### config.mk
export PLATFORM = sky130hd
export DESIGN_NAME = instr_encoder_flat
export DESIGN_NICKNAME = d
export VERILOG_FILES = /design/src/rtl/enc_pkg.sv /design/src/rtl/instr_encoder_if.sv /design/src/rtl/instr_field_pack.sv /design/src/rtl/instr_encoder.sv /design/src/flat_wrapper.sv
export SDC_FILE = /design/constraint.sdc
export NUM_CORES = 1
export LEC_CHECK = 0
export ABC_CLOCK_PERIOD_IN_PS = 3500
export CAP_MARGIN = 20
export CORE_UTILIZATION = 45
export DETAILED_ROUTE_END_ITERATION = 10
export PLACE_DENSITY = 0.95
export SYNTH_ARGS = -nofsm -noshare
export SYNTH_HDL_FRONTEND = slang
export SYNTH_SLANG_ARGS = --single-unit
### constraint.sdc
create_clock -name clk -period 3.5 [get_ports clk]
set_input_delay 0.875 -clock clk [delete_from_list [all_inputs] [get_ports clk]]
set_output_delay 0.875 -clock clk [all_outputs]
set_load 0.05 [all_outputs]
### src/rtl/enc_pkg.sv
// Shared types and encoding constants for the MIPS instruction encoder.
// ENC_LI_EXPAND_EN enables the two-word li expansion in the files that import this.
package enc_pkg;

  typedef enum logic [3:0] {
    KIND_ADDU  = 4'd0,
    KIND_SUBU  = 4'd1,
    KIND_AND   = 4'd2,
    KIND_OR    = 4'd3,
    KIND_SLTU  = 4'd4,
    KIND_LW    = 4'd5,
    KIND_SW    = 4'd6,
    KIND_BEQ   = 4'd7,
    KIND_ADDIU = 4'd8,
    KIND_J     = 4'd9,
    KIND_LUI   = 4'd10,
    KIND_ORI   = 4'd11,
    KIND_BLTZ  = 4'd12,
    KIND_LI    = 4'd13
  } req_kind_e;

  typedef enum logic [1:0] {
    ERR_NONE  = 2'd0,
    ERR_RANGE = 2'd1,
    ERR_KIND  = 2'd2
  } err_code_e;

  typedef enum logic [1:0] {
    ST_IDLE    = 2'd0,
    ST_EMIT    = 2'd1,
    ST_EMIT_LO = 2'd2
  } state_e;

  localparam logic [5:0] OP_RTYPE = 6'b000000;
  localparam logic [5:0] OP_LW    = 6'b100011;
  localparam logic [5:0] OP_SW    = 6'b101011;
  localparam logic [5:0] OP_BEQ   = 6'b000100;
  localparam logic [5:0] OP_ADDIU = 6'b001001;
  localparam logic [5:0] OP_ORI   = 6'b001101;
  localparam logic [5:0] OP_LUI   = 6'b001111;
  localparam logic [5:0] OP_BLTZ  = 6'b000001;
  localparam logic [5:0] OP_J     = 6'b000010;

  localparam logic [5:0] FN_ADDU = 6'b100001;
  localparam logic [5:0] FN_SUBU = 6'b100011;
  localparam logic [5:0] FN_AND  = 6'b100100;
  localparam logic [5:0] FN_OR   = 6'b100101;
  localparam logic [5:0] FN_SLTU = 6'b101011;

  function automatic logic [31:0] enc_r(input logic [4:0] rs, input logic [4:0] rt,
                                        input logic [4:0] rd, input logic [5:0] funct);
    return {OP_RTYPE, rs, rt, rd, 5'd0, funct};
  endfunction

  function automatic logic [31:0] enc_i(input logic [5:0] op, input logic [4:0] rs,
                                        input logic [4:0] rt, input logic [15:0] imm);
    return {op, rs, rt, imm};
  endfunction

endpackage

### src/rtl/instr_encoder_if.sv
// Request and instruction-word channels of the encoder, with the encoder as slave.
interface instr_encoder_if #(parameter int ADDR_W = 6);

  // Both channels: a transfer happens on a rising edge where valid && ready;
  // the producer holds valid and payload stable until that edge.
  logic              req_valid;
  logic              req_ready;
  logic [3:0]        req_kind;
  logic [4:0]        req_rs;
  logic [4:0]        req_rt;
  logic [4:0]        req_rd;
  logic [31:0]       req_imm;
  logic              word_valid;
  logic              word_ready;
  logic [31:0]       word_data;
  logic [ADDR_W-1:0] word_addr;
  logic              err;
  logic [1:0]        err_code;

  modport master (
    output req_valid, req_kind, req_rs, req_rt, req_rd, req_imm, word_ready,
    input  req_ready, word_valid, word_data, word_addr, err, err_code
  );

  modport slave (
    input  req_valid, req_kind, req_rs, req_rt, req_rd, req_imm, word_ready,
    output req_ready, word_valid, word_data, word_addr, err, err_code
  );

endinterface

### src/rtl/instr_field_pack.sv
// Combinational field packer: request fields to a 32-bit MIPS word plus range/kind errors.
// ENC_LI_EXPAND_EN adds the li expansion outputs (second word and its flag).
module instr_field_pack
  import enc_pkg::*;
(
  input  logic [3:0]  i_kind,
  input  logic [4:0]  i_rs,
  input  logic [4:0]  i_rt,
  input  logic [4:0]  i_rd,
  input  logic [31:0] i_imm,
  output logic [31:0] o_word,
`ifdef ENC_LI_EXPAND_EN
  output logic        o_two_word,
  output logic [31:0] o_lo_word,
`endif
  output logic        o_range_err,
  output logic        o_kind_err
);

  logic w_s16_ok;
  logic w_u16_ok;
  logic w_j_ok;

  assign w_s16_ok = (i_imm[31:15] == 17'h00000) || (i_imm[31:15] == 17'h1FFFF);
  assign w_u16_ok = (i_imm[31:16] == 16'h0000);
  assign w_j_ok   = (i_imm[31:26] == 6'd0);

  always_comb begin
    o_word      = 32'd0;
    o_range_err = 1'b0;
    o_kind_err  = 1'b0;
`ifdef ENC_LI_EXPAND_EN
    o_two_word  = 1'b0;
    o_lo_word   = 32'd0;
`endif
    case (i_kind)
      KIND_ADDU:  o_word = enc_r(i_rs, i_rt, i_rd, FN_ADDU);
      KIND_SUBU:  o_word = enc_r(i_rs, i_rt, i_rd, FN_SUBU);
      KIND_AND:   o_word = enc_r(i_rs, i_rt, i_rd, FN_AND);
      KIND_OR:    o_word = enc_r(i_rs, i_rt, i_rd, FN_OR);
      KIND_SLTU:  o_word = enc_r(i_rs, i_rt, i_rd, FN_SLTU);
      KIND_LW: begin
        o_word      = enc_i(OP_LW, i_rs, i_rt, i_imm[15:0]);
        o_range_err = !w_s16_ok;
      end
      KIND_SW: begin
        o_word      = enc_i(OP_SW, i_rs, i_rt, i_imm[15:0]);
        o_range_err = !w_s16_ok;
      end
      KIND_BEQ: begin
        o_word      = enc_i(OP_BEQ, i_rs, i_rt, i_imm[15:0]);
        o_range_err = !w_s16_ok;
      end
      KIND_ADDIU: begin
        o_word      = enc_i(OP_ADDIU, i_rs, i_rt, i_imm[15:0]);
        o_range_err = !w_s16_ok;
      end
      KIND_BLTZ: begin
        o_word      = enc_i(OP_BLTZ, i_rs, 5'd0, i_imm[15:0]);
        o_range_err = !w_s16_ok;
      end
      KIND_ORI: begin
        o_word      = enc_i(OP_ORI, i_rs, i_rt, i_imm[15:0]);
        o_range_err = !w_u16_ok;
      end
      KIND_LUI: begin
        o_word      = enc_i(OP_LUI, 5'd0, i_rt, i_imm[15:0]);
        o_range_err = !w_u16_ok;
      end
      KIND_J: begin
        o_word      = {OP_J, i_imm[25:0]};
        o_range_err = !w_j_ok;
      end
`ifdef ENC_LI_EXPAND_EN
      KIND_LI: begin
        // Small constants need only ori from $0; otherwise lui, then ori unless low half is zero
        if (w_u16_ok) begin
          o_word = enc_i(OP_ORI, 5'd0, i_rt, i_imm[15:0]);
        end else begin
          o_word     = enc_i(OP_LUI, 5'd0, i_rt, i_imm[31:16]);
          o_two_word = (i_imm[15:0] != 16'h0000);
          o_lo_word  = enc_i(OP_ORI, i_rt, i_rt, i_imm[15:0]);
        end
      end
`endif
      default: o_kind_err = 1'b1;
    endcase
  end

endmodule

### src/rtl/instr_encoder.sv
// Sequential MIPS instruction encoder: FSM, registered outputs and the word write pointer.
// ENC_LI_EXPAND_EN builds the EMIT_LO state and second-word register for li.
module instr_encoder
  import enc_pkg::*;
#(
  parameter int ADDR_W = 6
) (
  input  logic            clk,
  input  logic            reset_n,
  instr_encoder_if.slave  bus,
  output state_e          o_state
);

  state_e            r_state, w_state_nxt;
  logic              r_word_valid, w_word_valid_nxt;
  logic [31:0]       r_word_data, w_word_data_nxt;
  logic [ADDR_W-1:0] r_ptr, w_ptr_nxt;
  logic              r_err, w_err_nxt;
  err_code_e         r_err_code, w_err_code_nxt;

  logic [31:0] w_pack_word;
  logic        w_range_err;
  logic        w_kind_err;
  logic        w_final;
  logic        w_word_hs;
  logic        w_accept;

`ifdef ENC_LI_EXPAND_EN
  logic        r_lo_pending, w_lo_pending_nxt;
  logic [31:0] r_lo_word, w_lo_word_nxt;
  logic        w_two_word;
  logic [31:0] w_pack_lo;
`endif

  instr_field_pack u_pack (
    .i_kind      (bus.req_kind),
    .i_rs        (bus.req_rs),
    .i_rt        (bus.req_rt),
    .i_rd        (bus.req_rd),
    .i_imm       (bus.req_imm),
    .o_word      (w_pack_word),
`ifdef ENC_LI_EXPAND_EN
    .o_two_word  (w_two_word),
    .o_lo_word   (w_pack_lo),
`endif
    .o_range_err (w_range_err),
    .o_kind_err  (w_kind_err)
  );

  // The presented word is the last one of its request unless the li low half is still queued
`ifdef ENC_LI_EXPAND_EN
  assign w_final = ((r_state == ST_EMIT) && !r_lo_pending) || (r_state == ST_EMIT_LO);
`else
  assign w_final = (r_state == ST_EMIT);
`endif

  assign w_word_hs     = r_word_valid && bus.word_ready;
  assign bus.req_ready = (r_state == ST_IDLE) || (w_final && bus.word_ready);
  assign w_accept      = bus.req_valid && bus.req_ready;

  always_comb begin
    w_state_nxt      = r_state;
    w_word_valid_nxt = r_word_valid;
    w_word_data_nxt  = r_word_data;
    w_ptr_nxt        = r_ptr;
    w_err_nxt        = 1'b0;
    w_err_code_nxt   = r_err_code;
`ifdef ENC_LI_EXPAND_EN
    w_lo_pending_nxt = r_lo_pending;
    w_lo_word_nxt    = r_lo_word;
`endif
    if (w_word_hs) begin
      w_ptr_nxt = r_ptr + 1'b1;
    end
    if (w_accept) begin
      if (w_kind_err || w_range_err) begin
        w_err_nxt        = 1'b1;
        w_err_code_nxt   = w_kind_err ? ERR_KIND : ERR_RANGE;
        w_state_nxt      = ST_IDLE;
        w_word_valid_nxt = 1'b0;
      end else begin
        w_err_code_nxt   = ERR_NONE;
        w_state_nxt      = ST_EMIT;
        w_word_valid_nxt = 1'b1;
        w_word_data_nxt  = w_pack_word;
`ifdef ENC_LI_EXPAND_EN
        w_lo_pending_nxt = w_two_word;
        w_lo_word_nxt    = w_pack_lo;
`endif
      end
    end else if (w_word_hs) begin
`ifdef ENC_LI_EXPAND_EN
      if ((r_state == ST_EMIT) && r_lo_pending) begin
        w_state_nxt      = ST_EMIT_LO;
        w_word_data_nxt  = r_lo_word;
        w_lo_pending_nxt = 1'b0;
      end else begin
        w_state_nxt      = ST_IDLE;
        w_word_valid_nxt = 1'b0;
      end
`else
      w_state_nxt      = ST_IDLE;
      w_word_valid_nxt = 1'b0;
`endif
    end
  end

  always_ff @(posedge clk or negedge reset_n) begin
    if (!reset_n) begin
      r_state      <= ST_IDLE;
      r_word_valid <= 1'b0;
      r_word_data  <= 32'd0;
      r_ptr        <= '0;
      r_err        <= 1'b0;
      r_err_code   <= ERR_NONE;
`ifdef ENC_LI_EXPAND_EN
      r_lo_pending <= 1'b0;
      r_lo_word    <= 32'd0;
`endif
    end else begin
      r_state      <= w_state_nxt;
      r_word_valid <= w_word_valid_nxt;
      r_word_data  <= w_word_data_nxt;
      r_ptr        <= w_ptr_nxt;
      r_err        <= w_err_nxt;
      r_err_code   <= w_err_code_nxt;
`ifdef ENC_LI_EXPAND_EN
      r_lo_pending <= w_lo_pending_nxt;
      r_lo_word    <= w_lo_word_nxt;
`endif
    end
  end

  assign bus.word_valid = r_word_valid;
  assign bus.word_data  = r_word_data;
  assign bus.word_addr  = r_ptr;
  assign bus.err        = r_err;
  assign bus.err_code   = r_err_code;
  assign o_state        = r_state;

endmodule

### src/flat_wrapper.sv
// flat-port wrapper written by rule: the top's interface ports become plain ports
module instr_encoder_flat import enc_pkg::*;
#(
  parameter int ADDR_W = 6
)
  (clk, reset_n, o_state, bus_req_valid, bus_req_kind, bus_req_rs, bus_req_rt, bus_req_rd, bus_req_imm, bus_word_ready, bus_req_ready, bus_word_valid, bus_word_data, bus_word_addr, bus_err, bus_err_code);
  instr_encoder_if #(.ADDR_W(ADDR_W)) bus_i ();
  input  logic clk;
  input  logic reset_n;
  output state_e o_state;
  input wire logic [$bits(bus_i.req_valid)-1:0] bus_req_valid;
  input wire logic [$bits(bus_i.req_kind)-1:0] bus_req_kind;
  input wire logic [$bits(bus_i.req_rs)-1:0] bus_req_rs;
  input wire logic [$bits(bus_i.req_rt)-1:0] bus_req_rt;
  input wire logic [$bits(bus_i.req_rd)-1:0] bus_req_rd;
  input wire logic [$bits(bus_i.req_imm)-1:0] bus_req_imm;
  input wire logic [$bits(bus_i.word_ready)-1:0] bus_word_ready;
  output wire logic [$bits(bus_i.req_ready)-1:0] bus_req_ready;
  output wire logic [$bits(bus_i.word_valid)-1:0] bus_word_valid;
  output wire logic [$bits(bus_i.word_data)-1:0] bus_word_data;
  output wire logic [$bits(bus_i.word_addr)-1:0] bus_word_addr;
  output wire logic [$bits(bus_i.err)-1:0] bus_err;
  output wire logic [$bits(bus_i.err_code)-1:0] bus_err_code;
  assign bus_i.req_valid = bus_req_valid;
  assign bus_i.req_kind = bus_req_kind;
  assign bus_i.req_rs = bus_req_rs;
  assign bus_i.req_rt = bus_req_rt;
  assign bus_i.req_rd = bus_req_rd;
  assign bus_i.req_imm = bus_req_imm;
  assign bus_i.word_ready = bus_word_ready;
  assign bus_req_ready = bus_i.req_ready;
  assign bus_word_valid = bus_i.word_valid;
  assign bus_word_data = bus_i.word_data;
  assign bus_word_addr = bus_i.word_addr;
  assign bus_err = bus_i.err;
  assign bus_err_code = bus_i.err_code;
  instr_encoder #(.ADDR_W(ADDR_W)) u_core (.clk(clk), .reset_n(reset_n), .bus(bus_i), .o_state(o_state));
endmodule
==> After elaboration in Yosys (flattened, before gate mapping) <==
Index checks and enable logic that the tools add are counted.
{ "op_classes": {"n_eq_ne": 14, "add_sub_neg": 1, "n_mux": 13, "n_bitwise": 1, "reduce_logical": 19} }
{ "op_table": {"columns": ["op", "n"], "rows": [
  ["32-bit one-hot mux with 13 select lines", 1],
  ["4-bit == test (second input constant)", 5],
  ["17-bit == test (second input constant)", 1],
  ["17-bit logical NOT", 1],
  ["4-bit by 3-bit == test with 1-bit output (second input constant)", 4],
  ["16-bit logical NOT", 1],
  ["13-bit OR reduction", 1],
  ["4-bit by 2-bit == test with 1-bit output (second input constant)", 2],
  ["2-bit 2-to-1 mux", 4],
  ["1-bit 2-to-1 mux", 7],
  ["6-bit by 1-bit adder with 6-bit output (second input constant)", 1],
  ["6-bit logical NOT", 1],
  ["5-bit OR reduction", 1],
  ["4-bit by 1-bit == test with 1-bit output (second input constant)", 1],
  ["4-bit logical NOT", 1],
  ["1-bit logical AND", 3],
  ["1-bit logical NOT", 3],
  ["1-bit logical OR", 3],
  ["1-bit one-hot mux with 3 select lines", 1],
  ["2-bit by 1-bit == test with 1-bit output (second input constant)", 1],
  ["2-bit logical NOT", 1],
  ["2-bit AND reduction", 1],
  ["2-bit nonzero test", 1],
  ["2-bit OR reduction", 1],
  ["1-bit NOT", 1]
]} }
{ "totals": {"out_inout_bits": 45, "input_bits": 55, "word_cells": 54, "regBits": 44} }

==> Depth between registers and ports, before layout <==
Gate-level depths: netlist of the first run.
{ "depth": {"ltp_word": 7, "depth_mapped": 8, "ltp_nobuf": 5} }

==> Cells and area by module <==
A second synthesis of the first run with hierarchy kept.
{ "unflattened": {"cells_unflattened": 227, "hier_area_um2": 2463.6} }
{ "modules_own_cells": {"columns": ["mod", "seq_area_each_um2", "cells_per_inst", "n_inst", "area_per_inst_um2"], "rows": [
  ["instr_encoder", 1051.0, 105, 1, 1757.9],
  ["instr_field_pack", 0.0, 122, 1, 705.7]
]} }

==> Worst setup path after synthesis of the first run <==
OpenSTA, ideal clock, no wires.
{ "synth_path": {"path_type": "input to register", "from": "in bus_word_ready", "to": "reg u_core.r_word_data[11], in the netlist u_core.bus.word_data[11]", "arrival_time_ns": 2.566, "required_ns": 3.375, "stages": 7, "setup_slack_ns": 0.809, "n_path_buf": 2, "setup_ns": 0.125, "path_cell_list": "nand2b_1 > nand3_1 > a311o_1 > o21ba_4 > buf_8 > buf_12 > mux2_4"} }
{ "synth_via": {"elab_chain_cells": 4} }
{ "synth_rtl": {"columns": ["element", "line", "rtl"], "rows": [
  ["start, declared", "flat_wrapper.sv:17", "input wire logic [$bits(bus_i.word_ready)-1:0] bus_word_ready;"],
  ["1-bit logical AND", "instr_encoder.sv:58", "assign bus.req_ready = (r_state == ST_IDLE) || (w_final && bus.word_ready);"],
  ["1-bit logical OR", "instr_encoder.sv:58", null],
  ["1-bit logical AND", "instr_encoder.sv:59", "assign w_accept = bus.req_valid && bus.req_ready;"],
  ["2-bit AND reduction (no line)", null, null],
  ["end signal, assigned", "instr_encoder.sv:123", "r_word_data <= w_word_data_nxt;"],
  ["end, declared", "instr_encoder.sv:16", "logic [31:0] r_word_data, w_word_data_nxt;"]
]} }
Every way passes these cells.
A chain may end at the register's enable or synchronous reset.

==> Worst setup path after layout of the first run <==
{ "layout_path": {"from": "in bus_req_imm[24]", "to": "reg u_core.r_word_data[0], in the netlist u_core.bus.word_data[0]"} }
{ "layout_via": {"elab_chain_cells": 7, "elab_cells_between_ends": 10, "cone_classes": "1 x eq/ne; 1 x mux; 1 x bitwise; 7 x reduce/logical"} }
{ "layout_rtl": {"columns": ["element", "line", "rtl"], "rows": [
  ["start, declared", "flat_wrapper.sv:16", "input wire logic [$bits(bus_i.req_imm)-1:0] bus_req_imm;"],
  ["17-bit == test / 17-bit logical NOT (equally long branches)", "instr_field_pack.sv:24", "assign w_s16_ok = (i_imm[31:15] == 17'h00000) || (i_imm[31:15] == 17'h1FFFF);"],
  ["1-bit logical OR", "instr_field_pack.sv:24", null],
  ["1-bit logical NOT", null, null],
  ["1-bit one-hot mux with 3 select lines (*)", "instr_field_pack.sv:36", "case (i_kind)"],
  ["1-bit logical OR (*)", "instr_encoder.sv:76", "if (w_kind_err || w_range_err) begin"],
  ["1-bit NOT (no line) (*)", null, null],
  ["2-bit AND reduction (no line) (*)", null, null]
]} }
Mark *: on every way between the ends. The rest lies on a longest branch, timed or not.

==> results of run 1 <==
## state kept, by name, indices dropped and copies added, names as in the netlist
signal                 count
u_core.bus.word_data      31
u_core.bus.word_addr       6
u_core.bus.err_code        2
u_core.bus.err             1
u_core.bus.word_valid      1
## synthesized netlist by cell type, types with 2 or more instances
| library cell | count | share of area |
|---|---|---|
| o211ai_1 | 2 | 0.0063 |
| mux2_2 | 2 | 0.0094 |
| nand2_1 | 20 | 0.031 |
| a31oi_1 | 3 | 0.0078 |
| buf_12 | 3 | 0.025 |
| nor2_1 | 11 | 0.017 |
| xor2_1 | 2 | 0.0073 |
| inv_1 | 11 | 0.017 |
| a22oi_1 | 5 | 0.016 |
| nand2b_1 | 3 | 0.0078 |
| buf_4 | 3 | 0.0094 |
| nand3_1 | 11 | 0.023 |
| xnor2_1 | 4 | 0.015 |
| mux2i_1 | 16 | 0.067 |
| o21ai_0 | 21 | 0.044 |
| dfrtp_1 | 41 | 0.43 |
| a22o_1 | 5 | 0.018 |
| nand4_1 | 4 | 0.010 |
| nor4_1 | 4 | 0.010 |
| clkbuf_1 | 5 | 0.0078 |
| buf_2 | 2 | 0.0042 |
| mux2_4 | 22 | 0.14 |
| a21oi_1 | 7 | 0.015 |
## layout make-up
cell class                 count  area, um^2  share of cell area
timing repair buffer         105        1040               0.294
clock inverter                 2        37.5              0.0107
multi-input combinational    158        1200               0.342
inverter                      12        45.0              0.0128
tap                           70        87.6              0.0249
clock buffer                   6        82.6              0.0235
sequential                    41        1030               0.292
## cell usage in the layout (no fill, tap or decap), drive strengths merged, types with 2 or more instances in the layout
master and instances:
a21oi 7, a22o 5, a22oi 5, a31oi 3
buf 10, clkbuf 6, clkdlybuf4s50 95, conb 2
dfrtp 41, inv 12, mux2 24, mux2i 16
nand2 20, nand2b 3, nand3 11, nand4 4
nor2 11, nor4 5, o211ai 2, o21ai 22
xnor2 4, xor2 2
## per-layer routing
metal  share of wire  track usage
met1            0.40        0.284
met2            0.51        0.400
met3           0.074       0.0576
met4           0.012       0.0503
met5               0            0
## worst register-to-register path, stage by stage (launching register included)
cell	delay, ns
dfrtp_1	0.43
nand2b_1	0.17
nand3_1	0.15
a311o_1	0.31
o21ba_4	0.33
buf_12	0.21
mux2_2	0.36
## logic make-up (layout without fill, tap and decap cells)
family / Yosys count / count (layout) / share of synthesized area
AND/OR/NAND/NOR: 57 / 57 / 0.117
AO/OA/AOI/OAI: 52 / 52 / 0.141
flip-flops: 41 / 41 / 0.428
multiplexers: 40 / 40 / 0.214
buffers and inverters: 26 / 125 / 0.0715
XOR/XNOR: 6 / 6 / 0.0219
adder cells (fa/ha/maj): 1 / 1 / 0.00522
other: 1 / 2 / 0.00156
## where the power goes
group | switching, mW | internal [mW] | leakage (nW)
sequential | 0.0963 | 0.603 | 0.514
clock | 0.165 | 0.232 | 0.0574
combinational | 0.677 | 0.445 | 0.937
total | 0.939 | 1.28 | 1.51
## metrics by stage
| step | std cells | util | setup WS, ns |
|---|---|---|---|
| 2_1_floorplan | 225 | - | 0.809 |
| 3_3_place_gp | 386 | 0.665 | 0.258 |
| 3_5_place_dp | 386 | 0.665 | 0.194 |
| 4_1_cts | 394 | 0.689 | 0.500 |
| 5_1_grt | 394 | 0.689 | 0.446 |
| 6_report | 394 | 0.689 | 0.494 |
## worst paths after layout
| check | to | slack, ns |
|---|---|---|
| max | u_core.bus.word_data[0] | 0.49 |
| min | u_core.bus.word_addr[5] | 0.48 |
| max reg2reg | u_core.bus.word_data[0] | 1.43 |
| min reg2reg | u_core.bus.word_addr[5] | 0.48 |
| max in group asynchronous | u_core.bus.word_data[12] | 2.24 |
| min in group asynchronous | u_core.bus.word_data[29] | 0.71 |
==> impl_metrics.yaml, run 1 <==
sta:
  relSlewSlack: 0.398
  setup_tns_ns: 0
  setup_viol: 0
  hold_viol: 0
  grt_setup_unrepaired: "false"
  worst_pin_slew_ns: 0.904
  maxSlewViolCount: 0
  fmax_mhz: 333
  period_share: 0.859
  finalCriticalPeriod_ns: 3.01
  fin_worst_skew_ns: 0.00440
  whs_ns: 0.481
synthesis:
  yosysWarningCount: 0
  ys_async_sr_fraction: 1.00
  synth_flop_cell: "dfrtp_1"
  ys_ff_latch: 41
  synth_area_um2: 2400
  seq_area_frac_synth: 0.428
  ys_types: 40
  avgSynthCellArea_um2: 10.7
  syn_inst: 224
  synth_edf_count: 0
detailed_routing:
  finalWirelength_um: 6080
  vias: 2132
  viasPerCell: 5.41
  dr.pass1.iters: 4
  wl_per_cell_um: 15.4
  ant_nets: 0
  drt_iter0_drc: 97
  drcViolationCount: 0
grt:
  grt_max_degree: 42
  grt_pass1_wl_um: 9550
  globalRouteOverflowTotal: 0
  antenna_found_initial: 0
  grt_pass1_vias: 2023
  grt_usage: 0.228
hold_path:
  hold_path_class: "reg2reg"
  hp-start: "u_core.bus.word_addr[5]"
  worst_hold_path.num_cells: 1
power:
  ir_drop_mv: 0.350
  power_mw: 2.22
  power.density_nw_per_um2: 631
  p_leak_nw: 1.51
setup_path:
  reg2regPathDepth: 6
  critPathCaptureType: "register"
  crit_path_top_delay_cell: "clkdlybuf4s50_1"
  critical_path_class: "in2reg"
  critical_path_buf_inv_count: 2
  r2r_start: "u_core.bus.word_valid"
  crit_arrival_ns: 3.19
  critical-path-top-delay-family: "compound AO/OA/AOI/OAI gates"
  cp-startpoint: "bus_req_imm[24]"
  path_depth: 7
  cp_cell_sequence: "clkdlybuf4s50_1, nor4_1, nand4_1, a311o_1, o21ba_4, buf_12, mux2_2"
  start_kind: "primary input"
  max_stage_delay_ns: 0.46
  critical_path_required_ns: 3.68
  path_max_fanout: 19
cts:
  numCtsBuffers: 5
  clock_latency_ns: 0.29
  cts.repair.resized: 0
  hold_buffers: 0
  htreeDepth: 2
  cts_setup_buffers: 0
  ctsLongestPathBuffers: 2
  cts.clk_slew.worst_paths_ns: 0.08
  tritoncts: "done"
  root_buffer: "clkbuf_8"
  clkSinkCount: 41
placement:
  placed_area_um2: 3400
  gp_congestion: 0.824
  hpwl_um: 4590
  io_buffers: 97
final_layout:
  stdcell_area_um2: 3520
  area_growth_pct: 46.8
  diodes: 0
  fillers: 416
  nets: 379
  drive_gt1_frac: 0.145
floorplanning:
  die_h_um: 75.0
  ios: 100
  start_util: 0.469
  die_x_um: 75.0
  die-area_um2: 5620
  rows: 26
  core_um2: 5110
flow_run:
  drv_cap: 0
run_status:
  status: "finished, final reports clean"
(Power assumes the default switching activity.)
==> run 2: changes to the inputs <==
--- a/config.mk
+++ b/config.mk
@@ -7,6 +7,7 @@
 export LEC_CHECK = 0
 export ABC_CLOCK_PERIOD_IN_PS = 3500
 export CAP_MARGIN = 20
+export CORE_MARGIN = 2
 export CORE_UTILIZATION = 45
 export DETAILED_ROUTE_END_ITERATION = 10
 export PLACE_DENSITY = 0.95
==> run 2 against run 1 <==
Compared with the run above:
- hold slack worse by 0.0036 ns
- wire length up 2.1%
- non-clock buffer count up 2
- cell count up 0.51%
- via count down 0.19%
- sequential share of layout area up 0.21 points
- sequential power about the same
- clock-buffer cell count up 2
- clock skew down 0.00056 ns
- largest cell class unchanged
==> impl_metrics.yaml, run 2 (synthesis results as in run 1) <==
run_status:
  status: "finished, final reports clean"
setup_path:
  critPathCaptureType: "register"
  path_max_fanout: 19
  reg2regPathDepth: 6
  critical_path_class: "in2reg"
  cp-startpoint: "bus_req_imm[22]"
  crit_path_top_delay_cell: "clkdlybuf4s50_1"
  max_stage_delay_ns: 0.45
  start_kind: "primary input"
  r2r_start: "u_core.bus.word_valid"
  critical_path_required_ns: 3.67
  cp_cell_sequence: "clkdlybuf4s50_1, nor4_1, nand4_1, a311o_1, o21ba_4, buf_12, mux2_2"
  crit_arrival_ns: 3.15
detailed_routing:
  drcViolationCount: 0
  ant_nets: 0
  viasPerCell: 5.37
  dr.pass1.iters: 4
  drt_iter0_drc: 100
  vias: 2128
  wl_per_cell_um: 15.7
  finalWirelength_um: 6210
sta:
  grt_setup_unrepaired: "false"
  setup_viol: 0
  worst_pin_slew_ns: 0.879
  period_share: 0.851
  worst_slack_ns: 0.521
  maxSlewViolCount: 0
  relSlewSlack: 0.414
  fin_worst_skew_ns: 0.00384
  finalCriticalPeriod_ns: 2.98
  fmax_mhz: 336
  hold_viol: 0
  setup_tns_ns: 0
  whs_ns: 0.477
cts:
  clock_latency_ns: 0.29
  tritoncts: "done"
  clkSinkCount: 41
  htreeDepth: 2
  numCtsBuffers: 5
  root_buffer: "clkbuf_8"
  hold_buffers: 0
  ctsLongestPathBuffers: 2
  cts_setup_buffers: 0
  cts.repair.resized: 0
  cts.clk_slew.worst_paths_ns: 0.07
final_layout:
  final_cell_mix: "95 x clkdlybuf4s50_1, 41 x dfrtp_1, 22 x mux2_4, 21 x o21ai_0, 20 x nand2_1"
  drive_gt1_frac: 0.141
  final_common_cell: "clkdlybuf4s50_1"
  area_growth_pct: 45.7
  largest_reg_flops: 31
  stdcell_area_um2: 3490
  nets: 381
  diodes: 0
placement:
  io_buffers: 97
  placed_area_um2: 3410
  hpwl_um: 4840
  pre_cts_ws_ns: 0.244
  gp_congestion: 0.885
floorplanning:
  rows: 26
  start_util: 0.466
  die_h_um: 77.0
  ios: 100
  die-area_um2: 5930
  die_x_um: 77.0
  core_um2: 5140
grt:
  grt_max_degree: 42
  globalRouteOverflowTotal: 0
  grt_pass1_vias: 2076
  antenna_found_initial: 0
  grt_pass1_wl_um: 10200
  grt_usage: 0.219
hold_path:
  hp-start: "u_core.bus.word_addr[5]"
  hold_path_class: "reg2reg"
  worst_hold_path.num_cells: 1
power:
  power.density_nw_per_um2: 606
  p_leak_nw: 1.50
  ir_drop_mv: 0.334
flow_run:
  drv_cap: 0
-- run 2: area by class of cell --
cell class	count	area, um^2
flip-flops and latches	41	1030
inverters	12	45.0
clock buffers	8	80.1
well taps	70	87.6
multi-input cells	158	1200
repair buffers	107	1050
fillers	437	1650
-- run 2: path summary, 6_finish.rpt --
check / to / slack [ns]
max in group asynchronous: u_core.bus.word_addr[0] / 2.24
min reg2reg: u_core.bus.word_addr[5] / 0.48
min in group asynchronous: u_core.bus.word_data[8] / 0.71
max: u_core.bus.word_data[0] / 0.52
min: u_core.bus.word_addr[5] / 0.48
max reg2reg: u_core.bus.word_data[0] / 1.39
-- run 2: through the flow --
| step | total power [mW] | cells | utilization |
|---|---|---|---|
| after floorplan | 1.43 | 225 | - |
| after global placement | 1.81 | 388 | 0.664 |
| after detailed placement | 1.83 | 388 | 0.664 |
| after CTS | 2.13 | 396 | 0.680 |
| after global routing | 2.21 | 396 | 0.680 |
| final | 2.12 | 396 | 0.680 |
-- run 2: metal layers --
| layer | track usage | vias up | part of all wire |
|---|---|---|---|
| li1 | - | 1010 | - |
| met1 | 0.274 | 1019 | 0.42 |
| met2 | 0.382 | 92 | 0.51 |
| met3 | 0.0388 | 7 | 0.058 |
| met4 | 0.0714 | 0 | 0.013 |
| met5 | 0 | - | 0 |
-- run 2: worst max-delay path: cells and delay by family --
kind / cells / cell delay (ns)
mux: 1 / 0.34
simple gates: 2 / 0.51
compound gates: 2 / 0.74
buf+inv: 2 / 0.66
-- run 2: power by group --
group,internal [mW],total [mW],switching [mW]
combinational,0.446,1.13,0.680
clock,0.142,0.291,0.150
sequential,0.603,0.701,0.0978
==> run 3: changes to the inputs <==
--- a/config.mk
+++ b/config.mk
@@ -5,12 +5,13 @@
 export SDC_FILE = /design/constraint.sdc
 export NUM_CORES = 1
 export LEC_CHECK = 0
+export ABC_AREA = 1
 export ABC_CLOCK_PERIOD_IN_PS = 3500
 export CAP_MARGIN = 20
 export CORE_MARGIN = 2
 export CORE_UTILIZATION = 45
 export DETAILED_ROUTE_END_ITERATION = 10
-export PLACE_DENSITY = 0.95
+export PLACE_DENSITY = 0.92
 export SYNTH_ARGS = -nofsm -noshare
 export SYNTH_HDL_FRONTEND = slang
 export SYNTH_SLANG_ARGS = --single-unit
==> run 3 against run 2 <==
Compared with the run above:
- clock power increased by 5%
- global-route usage increased by 2.3 points
- via count increased by 42%
- flip-flop and latch count unchanged
- die area increased by 12%
- clock skew decreased by 0.00083 ns
- clock-buffer cell count decreased by 1
- setup slack got worse by 0.034 ns
- sequential power decreased by 3.6%
- largest cell class unchanged
- largest power group unchanged
==> impl_metrics.yaml, run 3 <==
sta:
  worst_slack_ns: 0.487
  setup_tns_ns: 0
  fmax_mhz: 332
  grt_setup_unrepaired: "false"
  whs_ns: 0.473
  period_share: 0.861
  relSlewSlack: 0.423
  maxSlewViolCount: 0
  fin_worst_skew_ns: 0.00301
  setup_viol: 0
  finalCriticalPeriod_ns: 3.01
  worst_pin_slew_ns: 0.866
  hold_viol: 0
grt:
  grt_pass1_wl_um: 12700
  grt_pass1_vias: 2754
  antenna_found_initial: 0
  grt_usage: 0.241
  grt_max_degree: 42
  globalRouteOverflowTotal: 0
detailed_routing:
  drt_iter0_drc: 237
  ant_nets: 0
  wl_per_cell_um: 13.5
  viasPerCell: 5.26
  drcViolationCount: 0
  dr.pass1.iters: 5
  finalWirelength_um: 7720
  vias: 3015
synthesis:
  synth_edf_count: 0
  syn_inst: 415
  seq_area_frac_synth: 0.380
  synth_flop_cell: "dfrtp_1"
  avgSynthCellArea_um2: 6.50
  ys_ff_latch: 41
  synth_area_um2: 2700
  yosysWarningCount: 0
  ys_types: 26
  post-synth-top-count-cell: "nand2_1"
  synth_top_area_share: 0.380
  ys_top_cells_by_area: "dfrtp_1 38%, nand2_1 29%, nand4_1 9.3%"
  netlist_top_cells_count: "208 x nand2_1, 41 x dfrtp_1, 40 x nand4_1"
  synth_largest_area_cell: "dfrtp_1"
  ys_async_sr_fraction: 1.00
final_layout:
  nets: 554
  largest_reg_flops: 31
  drive_gt1_frac: 0.0502
  final_common_cell: "nand2_1"
  final_cell_mix: "208 x nand2_1, 95 x clkdlybuf4s50_1, 41 x dfrtp_1, 40 x nand4_1, 35 x nor2_1"
  stdcell_area_um2: 3730
  final_util: 0.637
  area_growth_pct: 38.1
  final_cells: 573
  diodes: 0
setup_path:
  max_stage_delay_ns: 0.70
  critical-path-top-delay-family: "simple AND/OR/NAND/NOR gates"
  path_common_cell: "nand2_1"
  cp_cell_sequence: "clkdlybuf4s50_1, nor2_1, nand2_1, nand3_1, nand3_2, nand3_2, nand2_1, nand2_1"
  critPathCaptureType: "register"
  crit_arrival_ns: 3.23
  critical_path_buf_inv_count: 1
  path_max_fanout: 32
  crit_path_top_delay_cell: "nor2_1"
  start_kind: "primary input"
  critical_path_class: "in2reg"
  critical_path_required_ns: 3.72
cts:
  root_buffer: "clkbuf_8"
  cts.repair.resized: 0
  htreeDepth: 2
  cts.clk_slew.worst_paths_ns: 0.07
  numCtsBuffers: 5
  ctsLongestPathBuffers: 2
  clock_latency_ns: 0.28
  cts_setup_buffers: 0
  clkSinkCount: 41
  hold_buffers: 0
  tritoncts: "done"
floorplanning:
  die-area_um2: 6630
  core_um2: 5850
  ios: 100
  die_h_um: 81.4
  rows: 28
  start_util: 0.461
  die_x_um: 81.4
power:
  p_leak_nw: 1.93
  ir_drop_mv: 0.469
  power_mw: 2.01
  power.density_nw_per_um2: 539
placement:
  dpl.cell_count: 566
  gp_congestion: 0.891
  io_buffers: 97
  pre_cts_ws_ns: 0.260
  hpwl_um: 5790
  placed_area_um2: 3640
flow_run:
  drv_cap: 0
hold_path:
  hold_path_class: "reg2reg"
run_status:
  status: "finished, final reports clean"
[run 3: cell type report]
cell class | count | area (um^2)
Inverter | 23 | 86.3
Multi-Input combinational cell | 327 | 1450
Timing Repair Buffer | 100 | 986
Fill cell | 512 | 2120
Clock buffer | 7 | 86.3
Sequential cell | 41 | 1030
Tap cell | 75 | 93.8
[run 3: kinds of logic after synthesis]
| group | Yosys count | synth area share |
|---|---|---|
| other | 1 | 0.00139 |
| DFF | 41 | 0.380 |
| buffers and inverters | 48 | 0.0848 |
| adders and majority gates | 1 | 0.00464 |
| xor gates and xnor gates | 5 | 0.0162 |
| AOI/OAI and AO/OA | 9 | 0.0195 |
| and+or+nand+nor | 310 | 0.493 |
[run 3: power by group]
part	total, mW	internal (mW)	switching (mW)
logic	1.03	0.339	0.688
clock network	0.305	0.156	0.149
registers	0.676	0.590	0.0857
[run 3: worst min-delay path: stages, from the launching register on]
cell and delay (ns):
dfrtp_1 0.35, nand2_1 0.05, nand2_1 0.04
[run 3: final timing paths]
check | cells after the start | slack (ns) | endpoint | from
max reg2reg | 8 | 1.69 | u_core.bus.word_data[21] | u_core.bus.word_valid
min in group asynchronous | 1 | 0.70 | u_core.bus.word_data[17] | reset_n
max | 8 | 0.49 | u_core.bus.word_data[21] | bus_req_kind[1]
min | 2 | 0.47 | u_core.bus.word_data[5] | u_core.bus.word_data[5]
min reg2reg | 2 | 0.47 | u_core.bus.word_data[5] | u_core.bus.word_data[5]
max in group asynchronous | 1 | 2.26 | u_core.bus.word_data[2] | reset_n
[run 3: layer usage]
metal / wire (um) / vias to the layer above / track usage
li1: - / 1483 / -
met1: 3100 / 1382 / 0.302
met2: 3820 / 138 / 0.424
met3: 666 / 12 / 0.0374
met4: 125 / 0 / 0.0797
met5: 0 / - / 0
